==> config.mk <==
export PLATFORM = sky130hd
export DESIGN_NAME = fetch_unit
export DESIGN_NICKNAME = d
export VERILOG_FILES = /design/src/rtl/fetch_pkg.sv /design/src/rtl/fetch_unit_queue.sv /design/src/rtl/fetch_unit.sv
export SDC_FILE = /design/constraint.sdc
export NUM_CORES = 1
export LEC_CHECK = 0
export BUFFER_PORTS_ARGS = -buffer_cell sky130_fd_sc_hd__buf_2
export CORE_ASPECT_RATIO = 1.5
export CORE_UTILIZATION = 48
export CTS_CLUSTER_SIZE = 20
export DETAILED_ROUTE_END_ITERATION = 10
export PLACE_DENSITY_LB_ADDON = 0.05
export SYNTH_ARGS = -nofsm -noshare
export SYNTH_HDL_FRONTEND = slang
export SYNTH_SLANG_ARGS = --single-unit
==> constraint.sdc <==
create_clock -name clk -period 4 [get_ports clk]
set_input_delay 0.2 -clock clk [delete_from_list [all_inputs] [get_ports clk]]
set_output_delay 0.2 -clock clk [all_outputs]
set_load 0.01 [all_outputs]
==> src/rtl/fetch_pkg.sv <==
// Shared fetch-stage types: pc_src encodings, FSM states, vectors, queue entry.
package fetch_pkg;

  localparam int FETCH_XLEN = 32;

  localparam logic [2:0] PCSRC_SEQ = 3'b000;
  localparam logic [2:0] PCSRC_B   = 3'b001;
  localparam logic [2:0] PCSRC_J   = 3'b010;
  localparam logic [2:0] PCSRC_JR  = 3'b100;

  localparam logic [31:0] DEF_RESET_VEC = 32'h8000_0000;
  localparam logic [31:0] DEF_IRQ_VEC   = 32'h8000_0004;
  localparam logic [31:0] DEF_EXC_VEC   = 32'h8000_0008;

  typedef enum logic [1:0] {
    IDLE,
    REQ,
    WAIT,
    DRAIN
  } fetch_state_e;

  typedef struct packed {
    logic [FETCH_XLEN-1:0] pc_plus4;
    logic [FETCH_XLEN-1:0] instr;
  } fetch_entry_t;

endpackage

==> src/rtl/fetch_unit_queue.sv <==
// fetch_queue: circular FIFO with push/pop/flush; flush may load one entry.
module fetch_queue
  import fetch_pkg::*;
#(
  parameter int WIDTH = 64,
  parameter int DEPTH = 2
) (
  input  logic                     clk,
  input  logic                     reset_b,
  input  logic                     push,
  input  logic [WIDTH-1:0]         din,
  input  logic                     pop,
  input  logic                     flush,
  output logic [WIDTH-1:0]         dout,
  output logic                     full,
  output logic                     empty,
  output logic [$clog2(DEPTH):0]   count
);

  localparam int AW = $clog2(DEPTH);

  logic [WIDTH-1:0] mem [DEPTH];
  logic [AW:0]      wptr;
  logic [AW:0]      rptr;
  logic             do_push;
  logic             do_pop;
  logic             wr_en;
  logic [AW-1:0]    wr_idx;

  assign full    = (wptr[AW] != rptr[AW]) &&
                   (wptr[AW-1:0] == rptr[AW-1:0]);
  assign empty   = (wptr == rptr);
  assign count   = wptr - rptr;
  assign do_push = push & (~full | pop);
  assign do_pop  = pop & ~empty;
  assign wr_en   = flush ? push : do_push;
  assign wr_idx  = flush ? '0 : wptr[AW-1:0];
  assign dout    = mem[rptr[AW-1:0]];

  always_ff @(posedge clk)
    if (wr_en)
      mem[wr_idx] <= din;

  // A flush restarts at slot 0, optionally holding the entry pushed with it
  always_ff @(posedge clk)
    if (!reset_b) begin
      wptr <= '0;
      rptr <= '0;
    end else if (flush) begin
      rptr <= '0;
      wptr <= {{AW{1'b0}}, push};
    end else begin
      if (do_push)
        wptr <= wptr + (AW+1)'(1);
      if (do_pop)
        rptr <= rptr + (AW+1)'(1);
    end

endmodule

==> src/rtl/fetch_unit.sv <==
// Instruction fetch stage: one outstanding imem request, DEPTH-entry queue to ID.
// Optional irq context save/restore under FETCH_IRQ_CONTEXT_EN.
module fetch_unit
  import fetch_pkg::*;
#(
  parameter int              XLEN      = 32,
  parameter int              DEPTH     = 2,
  parameter logic [XLEN-1:0] RESET_VEC = XLEN'(DEF_RESET_VEC),
  parameter logic [XLEN-1:0] IRQ_VEC   = XLEN'(DEF_IRQ_VEC),
  parameter logic [XLEN-1:0] EXC_VEC   = XLEN'(DEF_EXC_VEC)
) (
  input  logic            clk,
  input  logic            reset_b,
  input  logic [2:0]      pc_src,
  input  logic [XLEN-1:0] branch_address,
  input  logic [XLEN-1:0] jump_address,
  input  logic [XLEN-1:0] jr_address,
  input  logic            intruption,
  input  logic            exception,
  input  logic            if_flush,
  output logic            imem_req,
  output logic [XLEN-1:0] imem_addr,
  input  logic            imem_gnt,
  input  logic            imem_rvalid,
  input  logic [XLEN-1:0] imem_rdata,
  output logic            id_valid,
  input  logic            id_ready,
  output logic [XLEN-1:0] id_pc_plus4,
  output logic [XLEN-1:0] id_instr,
  input  logic            irq_backup,
  input  logic            irq_recovery
);

  localparam int AW = $clog2(DEPTH);
  localparam int EW = 2 * XLEN;
  localparam logic [XLEN-2:0] STEP = (XLEN-1)'(4);

  fetch_state_e    state;
  fetch_state_e    state_nx;
  logic [XLEN-1:0] pc;
  logic [XLEN-1:0] pc_nx;
  logic [XLEN-1:0] seq_pc;
  logic [XLEN-1:0] tgt_pc;
  logic [XLEN-1:0] req_tag;
  logic            trap;
  logic            redirect;
  logic            recover;
  logic            grant;
  logic            fresh;
  logic            room;
  logic            push;
  logic            pop;
  logic            q_full;
  logic            q_empty;
  logic [AW:0]     q_count;
  logic [AW+1:0]   fill_nx;
  logic [EW-1:0]   push_data;
  logic [EW-1:0]   head;
  logic [XLEN-1:0] rec_pc;
  logic            rec_push;
  logic [EW-1:0]   rec_data;

`ifdef FETCH_IRQ_CONTEXT_EN
  logic [XLEN-1:0] bk_pc;
  logic [EW-1:0]   bk_head;
  logic            bk_valid;

  always_ff @(posedge clk)
    if (!reset_b) begin
      bk_pc    <= RESET_VEC;
      bk_head  <= '0;
      bk_valid <= 1'b0;
    end else if (irq_backup & ~irq_recovery) begin
      bk_pc    <= pc;
      bk_head  <= {id_pc_plus4, id_instr};
      bk_valid <= id_valid;
    end

  assign recover  = irq_recovery;
  assign rec_pc   = bk_pc;
  assign rec_push = bk_valid;
  assign rec_data = bk_head;
`else
  logic unused_ctx;
  assign unused_ctx = irq_backup ^ irq_recovery;
  assign recover    = 1'b0;
  assign rec_pc     = pc;
  assign rec_push   = 1'b0;
  assign rec_data   = '0;
`endif

  // Kernel mode (pc MSB set) masks traps
  assign trap     = ~pc[XLEN-1] & (intruption | exception);
  assign redirect = recover | trap | (pc_src != PCSRC_SEQ) | if_flush;
  assign seq_pc   = {pc[XLEN-1], pc[XLEN-2:0] + STEP};
  assign grant    = imem_req & imem_gnt;
  assign fresh    = (state == WAIT) & imem_rvalid;
  assign fill_nx  = {1'b0, q_count} + (AW+2)'(1) - (AW+2)'(pop);
  assign room     = fill_nx < (AW+2)'(DEPTH);
  assign pop      = id_valid & id_ready;
  assign push     = recover ? rec_push : (fresh & ~redirect);
  assign push_data = recover ? rec_data : {req_tag, imem_rdata};

  always_comb begin
    case (pc_src)
      PCSRC_B:  tgt_pc = branch_address;
      PCSRC_J:  tgt_pc = jump_address;
      PCSRC_JR: tgt_pc = jr_address;
      default:  tgt_pc = '1;
    endcase
  end

  always_comb begin
    pc_nx = pc;
    if (recover)
      pc_nx = rec_pc;
    else if (trap)
      pc_nx = exception ? EXC_VEC : IRQ_VEC;
    else if (pc_src != PCSRC_SEQ)
      pc_nx = tgt_pc;
    else if (grant & ~if_flush)
      pc_nx = seq_pc;
  end

  // WAIT may reissue in the response cycle for back-to-back fetch
  always_comb begin
    state_nx = state;
    imem_req = 1'b0;
    case (state)
      IDLE:
        if (redirect | ~q_full)
          state_nx = REQ;
      REQ: begin
        imem_req = 1'b1;
        if (imem_gnt)
          state_nx = redirect ? DRAIN : WAIT;
      end
      WAIT:
        if (imem_rvalid) begin
          if (redirect)
            state_nx = REQ;
          else if (room) begin
            imem_req = 1'b1;
            state_nx = imem_gnt ? WAIT : REQ;
          end else
            state_nx = IDLE;
        end else if (redirect)
          state_nx = DRAIN;
      DRAIN:
        if (imem_rvalid)
          state_nx = REQ;
      default:
        state_nx = IDLE;
    endcase
  end

  always_ff @(posedge clk)
    if (!reset_b) begin
      state   <= IDLE;
      pc      <= RESET_VEC;
      req_tag <= '0;
    end else begin
      state <= state_nx;
      pc    <= pc_nx;
      if (grant)
        req_tag <= {pc[XLEN-1] | intruption | exception,
                    seq_pc[XLEN-2:0]};
    end

  fetch_queue #(
    .WIDTH (EW),
    .DEPTH (DEPTH)
  ) u_queue (
    .clk     (clk),
    .reset_b (reset_b),
    .push    (push),
    .din     (push_data),
    .pop     (pop),
    .flush   (redirect),
    .dout    (head),
    .full    (q_full),
    .empty   (q_empty),
    .count   (q_count)
  );

  assign imem_addr   = pc;
  assign id_valid    = ~q_empty;
  assign id_pc_plus4 = id_valid ? head[EW-1:XLEN] : '0;
  assign id_instr    = id_valid ? head[XLEN-1:0] : '0;

endmodule

==> results <==
- For this run, global-route usage on met2 was measured as 0.4229.
- For this run, the leading register cell type out of synthesis is sky130_fd_sc_hd__edfxtp_1.
- The setup total negative slack is 0 ns.
- The total clock sinks is a little under 200.
- The post-detailed-routing wire length is between 20000 and 25000 um.
- Entering global routing, the biggest net connects 65 pins.
- The layer flagged by global routing as most heavily used is met2.
- On the final layout, the worst clock skew is 0.01412 ns.
- The type of element capturing the critical path is a primary output.
- The max-slew violation count is 0.
- The level count of the clock H-tree is 4.
- The routed via count is roughly 7500.
- STA puts the critical path data required time at 3.80 ns.
- The critical path goes through inv_1, ha_1, and2_2, buf_12, nor2_1, buf_2.
- The type of the worst min-delay path is in -> reg.
- The top-level port count is 239.
- The count of flip-flops with a built-in enable after synthesis is 128.
- For this run, the number of Yosys warnings is 0.
- The number of buffers created by CTS is 17.
- The total of fill cells in the finished design is around 1700.
- The layout-stage area growth over the synthesis result is 24.63%.
- For the worst-skew pair, the clock arrives at the later sink with an insertion delay of about 0.44 ns.
- The max-slew headroom at the worst pin is 0.4062.
- The residual overflow from global routing is 0.
- From left edge to right edge, the die measures between 100 and 150 um.
- For this run, asynchronously set or reset flops after synthesis account for 0.
- The critical path class is reg -> out.
- Clock-pin slew was measured on the worst setup and hold paths at 0.07 ns.
- Once the clock tree was built, the resizer swapped 0 gates to a different size.
- The worst path meets setup with 1.383 ns of slack.
- The total die area is 20120 um2.
- For this design the ratio of total power to cell area is about 400 nW/um2.
- On the critical path, the stage with the largest delay is an instance of sky130_fd_sc_hd__and2_2.
- The tree is rooted in a sky130_fd_sc_hd__clkbuf_16.
- The total iterations of the first detailed-routing run is 5.
- Static timing analysis puts the maximum clock frequency at 382.1 MHz.
- The met1 capacity usage during global routing is 0.2904.
- Setup repair after global routing left no endpoint under its margin.
- Dividing the final minimum period by the clock period gives 0.6543.
- The data arrival time of the critical path is between 2 and 2.5 ns.
- The run finished with clean final reports.
- For this run, global-route usage on met3 was measured as 0.04196.
- The initial antenna violation count was 0.
- The delay of the slowest cell on the worst path is 0.62 ns.
- Detailed placement ended at an HPWL of between 15000 and 20000 um.
- Yosys attributes the largest share of cell area to sky130_fd_sc_hd__edfxtp_1 41%, sky130_fd_sc_hd__dfxtp_1 15%, sky130_fd_sc_hd__mux2i_1 7.3%.
- Across every metal layer, demand over resource in global routing totals 0.2433.
- The starting density of the core is 0.4897.
- The static leakage is ~4.4 nW.
- After technology mapping, the gate count stands at 851.
- For the finished layout, the period the worst path requires is around 2.6 ns.
- Setup violations remaining at the end of the flow were counted as 0.
- The worst ir drop on vdd is around 210 uV.
- The slew of the pin with the lowest slew margin is 0.8908 ns.
- The post-synthesis average cell area is approximately 11 um2.
- The global-route wire length before repair is about 37000 um.
- The standard-cell row count is 62.
- The area of the placeable core is 19160 um2.
- The via count of the first global-routing pass is 7191.
- The maximum net fanout on the critical path is 34.
- Of the cells placed in the final design, the portion with a size suffix greater than 1 is 0.2871.
- The floorplan die height is between 150 and 200 um.
- The number of different library cells in the post-synthesis netlist is 72.
- The synthesized design spends more area on one cell type than any other, namely sky130_fd_sc_hd__edfxtp_1.
- Counting along the longest clock path gives a buffer depth of 2.
- Timing analysis after detailed placement gives a worst setup slack of 1.323 ns.
- The quantity of I/O buffers inserted on ports is 236.
- The share of synthesized area in the top cell type comes to 0.4097.
- The count of endpoints failing hold in the final timing report is 0.
- The initial detailed-routing violation count is 506.
- The count of nets left with antenna violations once routing finished came out at 0.
- Using the TritonRoute via totals, the vias-per-cell ratio works out to around 5.5.
- The cell area that synthesis handed to floorplanning was 9383 um2.
- The count of max-cap constraint violations is 0.
- The number of DRC violations after detailed routing is 0.
- The flip-flop and latch count after synthesis is around 200.
- The share of the Yosys chip area taken by registers is 0.5611.
- STA classifies the critical path startpoint as a register.
- When the netlist entered floorplanning its net count stood at ~1000.
- 0 antenna diodes ended up in the layout.
- The wire length per cell is approximately 18 um.
- The number of nets in the final layout is between 1000 and 1500.
- TritonCTS built the clock tree.
- The placer's final routability congestion estimate is approximately 0.9.
placed cells by master, fill, tap and decap left out, drive strengths merged, types with 16 or more instances in the layout:
cell	synthesis	final
a211oi	16	16
a21oi	46	46
buf	30	251
clkbuf	32	19
dfxtp	71	71
dlygate4sd3	0	32
edfxtp	128	128
inv	10	17
mux2i	68	68
nand2	33	33
nand3	20	20
nand4	17	17
nor2	130	130
o21ai	51	51
o22ai	21	21
xor2	19	19
final timing paths:
path	end	cells past startpoint	start	slack [ns]
max	id_instr[11]	6	u_queue.wptr[0]	1.38
min	imem_addr[0]	3	jr_address[0]	0.06
max reg2reg	imem_addr[7]	8	u_queue.wptr[0]	1.40
min reg2reg	u_queue.mem[0][43]	0	req_tag[11]	0.46
area by class of cell:
type	count	area, um2	share of cell area
flip-flops and latches	199	5269	0.4506
multi-input cells	580	3801	0.3251
repair buffers	283	1664	0.1423
clock buffers	19	475.5	0.04066
well taps	256	320.3	0.02739
clock inverters	13	126.4	0.01081
inverters	10	37.54	0.003210
per-stage QoR:
stage	power, mW	hold WS [ns]	instance area [um2]	utilization	cells
global placement	2.935	0.3880	10770	0.5622	1296
global route	4.817	0.07108	11690	0.6103	1360
CTS	4.668	0.04810	11690	0.6103	1360
detailed placement	2.948	0.3916	10770	0.5622	1296
floorplan	2.728	0.2989	9385	-	851
finish	4.633	0.06136	11690	0.6103	1360
worst max-delay path: cells and delay by family, from the launching register on:
kind	cells	cell delay [ns]
fa+ha+maj	1	0.36
simple gates	2	0.70
flops	1	0.39
buf+inv	3	0.50
Yosys cell counts (17+ instances only):
library cell,instances
sky130_fd_sc_hd__o21ai_0,50
sky130_fd_sc_hd__nor2_1,129
sky130_fd_sc_hd__mux2i_1,68
sky130_fd_sc_hd__a21oi_1,46
sky130_fd_sc_hd__dfxtp_1,71
sky130_fd_sc_hd__o22ai_1,21
sky130_fd_sc_hd__nand3_1,18
sky130_fd_sc_hd__xor2_1,19
sky130_fd_sc_hd__nand2_1,33
sky130_fd_sc_hd__nand4_1,17
sky130_fd_sc_hd__edfxtp_1,128
sky130_fd_sc_hd__clkbuf_1,31
flip-flops by register name, indices dropped and copies added (netlist names), named ones only:
signal / cells
u_queue.wptr: 2
imem_addr: 32
req_tag: 32
state: 2
u_queue.rptr: 2
u_queue.mem: 128
cells by family after synthesis:
family                     share of synthesized area
DFF                                           0.5611
buffers and inverters                        0.03480
muxes                                        0.07374
adders and majority gates                   0.008001
and+or+nand+nor                               0.1391
AOI/OAI and AO/OA                             0.1462
xor gates and xnor gates                     0.03707
routing by layer:
metal / share of wire / routed length (um) / vias up
li1: - / - / 3659
met1: 0.41 / 9824 / 3481
met2: 0.51 / 12210 / 279
met3: 0.054 / 1306 / 39
met4: 0.029 / 705 / 0
met5: 0 / 0 / -
timing repair:
item                                    4_1_cts  5_1_grt
setup buffers                                 0        0
endpoints found under the setup margin        0        0
hold buffers                                 32        0
hold endpoints to repair                     64        0
power by group:
part	internal [mW]	total, mW	switching [mW]	leakage (nW)
clock network	0.900	1.70	0.804	0.290
logic	0.245	0.537	0.292	2.37
registers	2.28	2.39	0.109	1.73
(Power assumes the default switching activity.)
